File: src/rtl/scan_decoder_pkg.sv
//------------------------------------------------------------------------------
// Module   : scan_decoder_pkg
// Brief    : Shared types and the one-hot helper for the scanning decoder.
// Revision : 1.0 - initial release
//------------------------------------------------------------------------------
`default_nettype none

package scan_decoder_pkg;

    typedef enum logic {
        MODE_DIRECT = 1'b0,
        MODE_SCAN   = 1'b1
    } mode_e;

    // Widest select the helper supports; callers cast the result down to OUT_W.
    localparam int MAX_IN_W  = 8;
    localparam int MAX_OUT_W = 1 << MAX_IN_W;

    function automatic logic [MAX_OUT_W-1:0] onehot(input logic [MAX_IN_W-1:0] sel);
        logic [MAX_OUT_W-1:0] vec;
        vec      = '0;
        vec[sel] = 1'b1;
        return vec;
    endfunction

endpackage

`default_nettype wire

File: src/rtl/dwell_counter.sv
//------------------------------------------------------------------------------
// Module   : dwell_counter
// Brief    : Counts 0..div with enable and synchronous clear; tc flags the last count.
// Revision : 1.0 - initial release
//------------------------------------------------------------------------------
`default_nettype none

module dwell_counter
    import scan_decoder_pkg::*;
#(
    parameter int DIV_W = 4
) (
    input  logic             clka,
    input  logic             rst_n,
    input  logic             en,
    input  logic             clr,
    input  logic [DIV_W-1:0] div,
    output logic             tc
);

    logic [DIV_W-1:0] dwell;

    // >= rather than == so a div lowered mid-dwell takes effect on the next edge.
    assign tc = (dwell >= div);

    always_ff @(posedge clka or negedge rst_n) begin
        if (!rst_n) begin
            dwell <= '0;
        end else if (clr) begin
            dwell <= '0;
        end else if (en) begin
            if (tc) begin
                dwell <= '0;
            end else begin
                dwell <= dwell + DIV_W'(1);
            end
        end
    end

endmodule

`default_nettype wire

File: src/rtl/scan_decoder_n.sv
//------------------------------------------------------------------------------
// Module   : scan_decoder_n
// Brief    : Registered N-to-2^N one-hot decoder with direct and dwell-timed scan modes.
// Revision : 1.0 - initial release
//------------------------------------------------------------------------------
`default_nettype none

module scan_decoder_n
    import scan_decoder_pkg::*;
#(
    parameter int IN_W  = 3,
    parameter int OUT_W = 2**IN_W,
    parameter int DIV_W = 4
) (
    input  logic             clka,
    input  logic             rst_n,
    input  logic             en,
    input  logic             mode,
    input  logic [IN_W-1:0]  sel_in,
    input  logic [DIV_W-1:0] div,
    output logic [OUT_W-1:0] out,
    output logic [IN_W-1:0]  idx,
    output logic             wrap
);

    mode_e            mode_q;
    logic             load_sel;
    logic             scan_run;
    logic             tc;
    logic             step;
    logic [IN_W-1:0]  idx_next;
    logic [OUT_W-1:0] out_next;
    logic             wrap_next;

    // Direct mode and the first scan cycle both take the index from sel_in.
    assign load_sel = (mode_e'(mode) == MODE_DIRECT) || (mode_q == MODE_DIRECT);
    assign scan_run = !load_sel && en;
    assign step     = scan_run && tc;

    dwell_counter #(
        .DIV_W (DIV_W)
    ) u_dwell (
        .clka  (clka),
        .rst_n (rst_n),
        .en    (scan_run),
        .clr   (load_sel),
        .div   (div),
        .tc    (tc)
    );

    always_comb begin
        idx_next  = idx;
        wrap_next = 1'b0;
        if (load_sel) begin
            idx_next = sel_in;
        end else if (step) begin
            idx_next  = idx + IN_W'(1);
            wrap_next = (idx == IN_W'(OUT_W - 1));
        end
        out_next = en ? OUT_W'(onehot(MAX_IN_W'(idx_next))) : '0;
    end

    always_ff @(posedge clka or negedge rst_n) begin
        if (!rst_n) begin
            out    <= '0;
            idx    <= '0;
            wrap   <= 1'b0;
            mode_q <= MODE_DIRECT;
        end else begin
            out    <= out_next;
            idx    <= idx_next;
            wrap   <= wrap_next;
            mode_q <= mode_e'(mode);
        end
    end

endmodule

`default_nettype wire

File: config.mk
export PLATFORM = sky130hd
export DESIGN_NAME = scan_decoder_n
export DESIGN_NICKNAME = d
export VERILOG_FILES = /design/src/rtl/scan_decoder_pkg.sv /design/src/rtl/dwell_counter.sv /design/src/rtl/scan_decoder_n.sv
export SDC_FILE = /design/constraint.sdc
export NUM_CORES = 1
export LEC_CHECK = 0
export ABC_CLOCK_PERIOD_IN_PS = 2640
export CAP_MARGIN = 30
export CORE_UTILIZATION = 42
export CTS_BUF_LIST = sky130_fd_sc_hd__clkbuf_4 sky130_fd_sc_hd__clkbuf_8
export CTS_CLUSTER_SIZE = 8
export DETAILED_ROUTE_END_ITERATION = 8
export PLACE_DENSITY = 0.7
export SLEW_MARGIN = 20
export SYNTH_ARGS = -nofsm -noshare
export SYNTH_HDL_FRONTEND = slang
export SYNTH_SLANG_ARGS = --single-unit
export TNS_END_PERCENT = 20
File: constraint.sdc
create_clock -name clka -period 2.64 [get_ports clka]
set_clock_uncertainty 0.1 [all_clocks]
set_input_delay 0.528 -clock clka [delete_from_list [all_inputs] [get_ports clka]]
set_output_delay 0.528 -clock clka [all_outputs]
set_load 0.005 [all_outputs]
==> results of run 1 <==
[what timing repair did]
action / in CTS / in global routing
endpoints found under the setup margin: 0 / 9
buffers inserted: 0 / 0
resized for setup: 0 / 2
[metal layers]
layer | vias up | wire (um)
li1 | 377 | -
met1 | 343 | 879
met2 | 19 | 861
met3 | 2 | 104
met4 | 0 | 17
met5 | - | 0
[power by group through the flow]
stage | clock, uW | sequential [uW] | combinational, uW
finish | 147 | 279 | 108
CTS | 151 | 280 | 109
detailed placement | 0 | 285 | 108
floorplan | 0 | 284 | 50.9
global placement | 0 | 285 | 107
global route | 160 | 281 | 120
[final timing paths]
| kind | startpoint | end | slack (ps) | cells past startpoint |
|---|---|---|---|---|
| max | div[1] | out[3]$_DFF_PN0_ | 170 | 9 |
| min | u_dwell.dwell[3]$_DFFE_PN0P_ | u_dwell.dwell[3]$_DFFE_PN0P_ | 460 | 2 |
| max reg2reg | u_dwell.dwell[0]$_DFFE_PN0P_ | out[3]$_DFF_PN0_ | 410 | 8 |
| min reg2reg | u_dwell.dwell[3]$_DFFE_PN0P_ | u_dwell.dwell[3]$_DFFE_PN0P_ | 460 | 2 |
| max in group asynchronous | rst_n | out[2]$_DFF_PN0_ | 1390 | 1 |
| min in group asynchronous | rst_n | u_dwell.dwell[1]$_DFFE_PN0P_ | 570 | 1 |
[layout make-up]
| cell class | count | area (um2) |
|---|---|---|
| fillers | 172 | 768 |
| well taps | 27 | 33.8 |
| inverters | 6 | 22.5 |
| clock buffers | 4 | 30.0 |
| flip-flops and latches | 17 | 425 |
| repair buffers | 27 | 258 |
| multi-input cells | 65 | 464 |
[flip-flops by register name (all words and copies together) (netlist names)]
| signal | cells |
|---|---|
| idx | 3 |
| mode_q | 1 |
| out | 8 |
| u_dwell.dwell | 4 |
| wrap | 1 |
[layout by cell type (no fill, tap or decap), types with 4 or more instances in the layout]
master,count
sky130_fd_sc_hd__clkbuf_4,4
sky130_fd_sc_hd__inv_1,5
sky130_fd_sc_hd__clkdlybuf4s50_1,22
sky130_fd_sc_hd__nand2_1,9
sky130_fd_sc_hd__buf_4,5
sky130_fd_sc_hd__nor2_1,10
sky130_fd_sc_hd__ha_1,7
sky130_fd_sc_hd__and3_1,4
sky130_fd_sc_hd__o21ai_0,5
sky130_fd_sc_hd__dfrtp_1,17
[worst reg2reg max path, delay by kind of cell (launching register included)]
family	cells	cell delay, ps
compound gates	2	600
buf+inv	2	210
flops	1	400
fa+ha+maj	1	240
simple gates	3	610
[cell families after synthesis]
logic type      count (synthesis)  synth area share (%)
compound gates                 16                  13.5
flops                          17                  46.4
buf+inv                         8                  3.41
mux                             4                  4.50
fa+ha+maj                       7                  9.55
simple gates                   38                  22.6
[through the flow]
step                      area (um2)  TNS (ps)  cells
after global placement          1200     -1330    142
after floorplan                  917         0     90
final                           1230         0    146
after detailed placement        1200     -2230    142
after CTS                       1230         0    146
after global routing            1230         0    146
==> impl_results.md, run 1 <==
- Worst stage delay on the critical path: 460 ps
- P per Cell Area: 433 mW/mm2
- Worst Path Max Fanout: 5
- Met3 Resource Use GR: 4.40%
- Combinational Power Share: 20.2%
- Die Area: 0.00237 mm2
- Area of the core: 0.00200 mm2
- Die outline width: 48.7 um
- Via total after detailed routing: 741
- Switching power as a share of total power: 25.3%
- Worst path arrival time: 2590 ps
- Synth Instances: 90
- Type of origin of the critical path: input port
- Sinks on Clock Net: 17
- Slowest cell on crit path: sky130_fd_sc_hd__clkdlybuf4s50_1
- Total number of placement rows: 16
- Achievable clock frequency: 405 MHz
- Buffers from clock root to sink, at most: 2
- Overflow after GRT: 0
- Top post-synthesis cells by area: sky130_fd_sc_hd__dfrtp_1, sky130_fd_sc_hd__ha_1, sky130_fd_sc_hd__nor2_1
- Unrepaired setup endpoints after global routing: false
- Final setup fails: 0
- Run status: finished, final reports clean
- Largest net degree at the start of global routing: 18
- Peak ir drop on the vdd network: 0.000395 V
- Power, Total: 534 uW
- Share of synthesized registers carrying an async set or reset: 100%
- Syn-to-layout area delta: 34.5%
- Register clock-pin slew on the reported worst setup and hold paths: 90 ps
- Most used DFF post-synth: sky130_fd_sc_hd__dfrtp_1
- Initial antenna violation count: 0
- Global routing usage on met1: 21.9%
- Count of antenna-violating nets left after detailed routing: 0
- Final worst setup slack: 172 ps
- Global routing usage on met2: 28.7%
- Warnings, synthesis: 0
- Cell accounting for the most synthesized area: sky130_fd_sc_hd__dfrtp_1
- Post-synthesis sequential element count: 17
- Syn Std Cell Area: 917 um2
- Layer with the highest usage after global routing: met2
- Worst hold-check slack: 462 ps
- Hold violation total from the final report: 0
- Kind of path behind the tightest hold check: reg -> reg
- Port buffer count: 22
- Ratio of cells with drive above 1 in the final layout: 14.3%
- Maximum level of the CTS H-tree: 1
- Top post-synthesis cells by count: sky130_fd_sc_hd__dfrtp_1, sky130_fd_sc_hd__nor2_1, sky130_fd_sc_hd__nand2_1, sky130_fd_sc_hd__ha_1, sky130_fd_sc_hd__o21ai_0
- Period utilization: 93.5%
- Post-Syn Area per Cell: 10.2 um2
- Detailed-route wire length per cell: 12.8 um
- Number of flops mapped to enable cells by yosys: 0
- Clock root cell: sky130_fd_sc_hd__clkbuf_4
- Post-route DRC violation count: 0
- Family with the most delay on the worst path: simple AND/OR/NAND/NOR gates
- WS Path Type: in -> reg
- Sequential group share of total power: 52.3%
- Clock Latency Late Sink: 290 ps
- Antenna diodes: 0
- Count of distinct cell types in the synthesized netlist: 29
- Switching power of the nets: 135 uW
- Required @ worst endpoint: 2760 ps
- Most used standard cell by instance count after synthesis: sky130_fd_sc_hd__dfrtp_1
- Initial Util: 45.8%
- Clock tree from TritonCTS: yes
- Sum of routed wire length over all layers: 1.86 mm
- Share of the core filled with cells: 61.6%
- Worst slew margin relative to its limit: 49.7%
- Setup Slack @ Placement: -290 ps
- Element type at the critical path end: register
- Number of pins with negative max-slew slack in the final report: 0
- Fraction of power consumed by the clock network: 27.5%
- Actual transition at the worst max-transition pin: 752 ps
- HPWL Detailed: 1.45 mm
- Net count reported at finish: 138
- Via count of the first global-routing pass: 739
- Number of nets produced by synthesis: 108
- Static power due to leakage: 0.000580 uW
- Max Cap Violations: 0
- Ordered cell list for the critical path: clkdlybuf4s50_1 -> inv_1 -> ha_1 -> nor3b_2 -> o21ai_1 -> and2_4 -> a311oi_4 -> inv_2 -> nor2_1
- Initial DRC count: 1
- First-pass GRT wire length: 3.14 mm
- Die Ht: 48.7 um
- CTS Hold Buffers Added: 0
- Register area share after synthesis: 46.4%
- Final worst path period need: 2470 ps
- CTS Buf Count: 3
- Final weighted congestion in routability-driven placement: 0.796
- Ratio of routed vias to standard cells: 5.08
- IO Count: 23
- Total GRT Usage: 17.3%
- First-pass detailed-route iteration total: 2
- Portion of synthesized cell area occupied by the leading cell type: 46.4%
- Buffers and inverters on the worst path: 3
- Internal Pwr Total: 399 uW
(Power assumes the default switching activity.)
==> run 2, diff against run 1 <==
--- a/config.mk
+++ b/config.mk
@@ -11,7 +11,7 @@
 export CTS_BUF_LIST = sky130_fd_sc_hd__clkbuf_4 sky130_fd_sc_hd__clkbuf_8
 export CTS_CLUSTER_SIZE = 8
 export DETAILED_ROUTE_END_ITERATION = 8
-export PLACE_DENSITY = 0.7
+export DONT_BUFFER_PORTS = 1
 export SLEW_MARGIN = 20
 export SYNTH_ARGS = -nofsm -noshare
 export SYNTH_HDL_FRONTEND = slang
==> run 2 against run 1 <==
Cell area shrank 21%. Sequential share of layout area grew 8.9 points. Critical path type is now reg -> reg. Core utilization shrank 13 points. Worst hold slack lost 310 ps. Combinational power shrank 42%. Largest cell class unchanged. Critical path depth shrank 2.
==> impl_results.md, run 2 (synthesis results as in run 1) <==
- Element type at the critical path end: register
- Reg-to-reg critical path startpoint: u_dwell.dwell[3]$_DFFE_PN0P_
- Area of the core: 0.00200 mm2 (unchanged)
- HPWL Detailed: 1.29 mm (-11%)
- Net count reported at finish: 112 (-19%)
- Sequential group share of total power: 58.6% (+6.3 points)
- Count of antenna-violating nets left after detailed routing: 0 (unchanged)
- Fillers: 184 (+7.0%)
- P per Cell Area: 491 mW/mm2 (+13%)
- Launch point of the worst path: u_dwell.dwell[3]$_DFFE_PN0P_
- Via count of the first global-routing pass: 653 (-12%)
- Largest registers: out x8, u_dwell.dwell x4, idx x3
- CTS Buf Count: 3 (unchanged)
- Placement-stage cell area: 942 um2 (-21%)
- Port buffer count: 0 (-100%)
- Kind of path behind the tightest hold check: in -> reg
- Run status: finished, final reports clean
- Worst path arrival time: 2440 ps (-150 ps)
- Depth of the most critical reg-to-reg path: 7 (-1)
- Internal Pwr Total: 354 uW (-11%)
- Hold violation total from the final report: 0 (unchanged)
- Actual transition at the worst max-transition pin: 722 ps (-30.3 ps)
- Final total negative setup slack: 0 ps (unchanged)
- Final non-filler cell total: 120 (-18%)
- Type of origin of the critical path: register
- Initial DRC count: 7 (+6)
- Via total after detailed routing: 658 (-11%)
- Clock root cell: sky130_fd_sc_hd__clkbuf_4
- Ratio of routed vias to standard cells: 5.48 (+8.0%)
- Max Cap Violations: 0 (unchanged)
- Commonest cells after routing, fill and taps aside: sky130_fd_sc_hd__dfrtp_1, sky130_fd_sc_hd__nor2_1, sky130_fd_sc_hd__nand2_1
- Post-route DRC violation count: 0 (unchanged)
- Static power due to leakage: 0.000476 uW (-18%)
- Largest register FFs: 8 (unchanged)
- Cell count after placement: 115 (-19%)
- WS Path Type: reg -> reg
- Combinational Power Share: 13.0% (-7.2 points)
- Largest net degree at the start of global routing: 18 (unchanged)
- Total number of placement rows: 16 (unchanged)
- Final Cell Area: 980 um2 (-21%)
- Antenna diodes: 0 (unchanged)
- Power, Total: 481 uW (-10%)
- Die outline width: 48.7 um (unchanged)
- Period utilization: 87.4% (-6.1 points)
- End of the worst register-to-register path: out[0]$_DFF_PN0_
- Ratio of cells with drive above 1 in the final layout: 11.8% (-2.5 points)
- Overflow after GRT: 0 (unchanged)
- Required @ worst endpoint: 2770 ps (about the same)
- Slack of the worst reg-to-reg path: 330 ps (-80 ps)
- Peak ir drop on the vdd network: 0.000366 V (-7.4%)
- Initial antenna violation count: 0 (unchanged)
- First-pass GRT wire length: 2.84 mm (-9.5%)
- Switching power as a share of total power: 26.3% (+1.0 points)
- Termination of the worst setup path: out[0]$_DFF_PN0_
- Sinks on Clock Net: 17 (unchanged)
- Die Ht: 48.7 um (unchanged)
- Number of pins with negative max-slew slack in the final report: 0 (unchanged)
- Fraction of power consumed by the clock network: 28.4% (+0.9 points)
- Die Area: 0.00237 mm2 (unchanged)
- Worst Path Max Fanout: 5 (unchanged)
- Achievable clock frequency: 434 MHz (+7.0%)
- Sum of routed wire length over all layers: 1.64 mm (-12%)
- Maximum level of the CTS H-tree: 1 (unchanged)
- Final setup fails: 0 (unchanged)
- Final weighted congestion in routability-driven placement: 0.771 (-3.1%)
- Buffers from clock root to sink, at most: 2 (unchanged)
- Switching power of the nets: 126 uW (-6.3%)
- First-pass detailed-route iteration total: 4 (+2)
- Commonest non-fill, non-tap cell in the layout: sky130_fd_sc_hd__dfrtp_1
- Worst slew margin relative to its limit: 51.7% (+2.0 points)
- Final worst path period need: 2310 ps (-162 ps)
- Initial Util: 45.8% (unchanged)
- Clock Latency Late Sink: 300 ps (about the same)
- IO Count: 23 (unchanged)
- Reg with most FFs: out
- Detailed-route wire length per cell: 13.7 um (+7.3%)
- Register clock-pin slew on the reported worst setup and hold paths: 90 ps (about the same)
- Unrepaired setup endpoints after global routing: false
- Share of the core filled with cells: 48.9% (-13 points)
- Total GRT Usage: 15.9% (-1.4 points)
- Syn-to-layout area delta: 6.82%
- Clock tree from TritonCTS: yes
==> run 2: through the flow <==
stage	hold WS (ps)	setup slack [ps]
floorplan	132	365
global placement	133	246
detailed placement	133	177
CTS	145	313
global route	132	153
finish	151	333
==> run 2: worst min path at each step <==
| stage | start | end | slack [ps] | depth (start not counted) |
|---|---|---|---|---|
| 2_1_floorplan | rst_n | idx[0]$_DFF_PN0_ | 130 | 0 |
| 3_3_place_gp | rst_n | u_dwell.dwell[0]$_DFFE_PN0P_ | 130 | 0 |
| 3_5_place_dp | rst_n | u_dwell.dwell[3]$_DFFE_PN0P_ | 130 | 0 |
| 4_1_cts | mode | mode_q$_DFF_PN0_ | 140 | 0 |
| 5_1_grt | mode | mode_q$_DFF_PN0_ | 130 | 0 |
| 6_report | mode | mode_q$_DFF_PN0_ | 150 | 0 |
==> run 2: area by class of cell <==
class	count	area, um2	area share (%)
clock buffer	3	22.5	2.30
clock inverter	1	5.00	0.511
sequential	17	425	43.4
multi-input combinational	65	460	47.0
tap	27	33.8	3.45
timing repair buffer	1	10.0	1.02
inverter	6	22.5	2.30
==> run 2: critical path: stages (launching register included) <==
cell and delay, ps:
sky130_fd_sc_hd__dfrtp_1 420, sky130_fd_sc_hd__ha_1 310, sky130_fd_sc_hd__a21oi_1 250, sky130_fd_sc_hd__o21ai_0 280, sky130_fd_sc_hd__and2_4 260, sky130_fd_sc_hd__a311oi_4 390
sky130_fd_sc_hd__inv_2 110, sky130_fd_sc_hd__nor2_1 120
==> run 2: metal layers <==
| metal | up-vias | global-route usage (%) | wire [um] |
|---|---|---|---|
| met5 | - | 0 | 0 |
| met4 | 0 | 7.35 | 30 |
| met3 | 4 | 5.97 | 100 |
| met2 | 16 | 25.5 | 774 |
| met1 | 315 | 18.9 | 737 |
| li1 | 323 | - | - |
==> run 2: power by group through the flow <==
stage,Clock [uW],Sequential (uW),Combinational (uW)
final,137,281,62.5
after floorplan,0,284,50.9
after detailed placement,0,287,57.6
after global routing,154,283,72.3
after CTS,142,282,63.8
after global placement,0,287,56.3
==> run 2: timing repair <==
action	in CTS	in global routing
resized for setup	0	0
setup endpoints to repair	0	0
endpoints found under the hold margin	17	0
hold buffers	1	0
setup buffers	0	0
==> run 3, diff against run 2 <==
--- a/config.mk
+++ b/config.mk
@@ -12,6 +12,7 @@
 export CTS_CLUSTER_SIZE = 8
 export DETAILED_ROUTE_END_ITERATION = 8
 export DONT_BUFFER_PORTS = 1
+export HOLD_SLACK_MARGIN = 0.06
 export SLEW_MARGIN = 20
 export SYNTH_ARGS = -nofsm -noshare
 export SYNTH_HDL_FRONTEND = slang
==> results of run 3 <==
The final DEF is identical to that of run 2; final timing and power are the same.
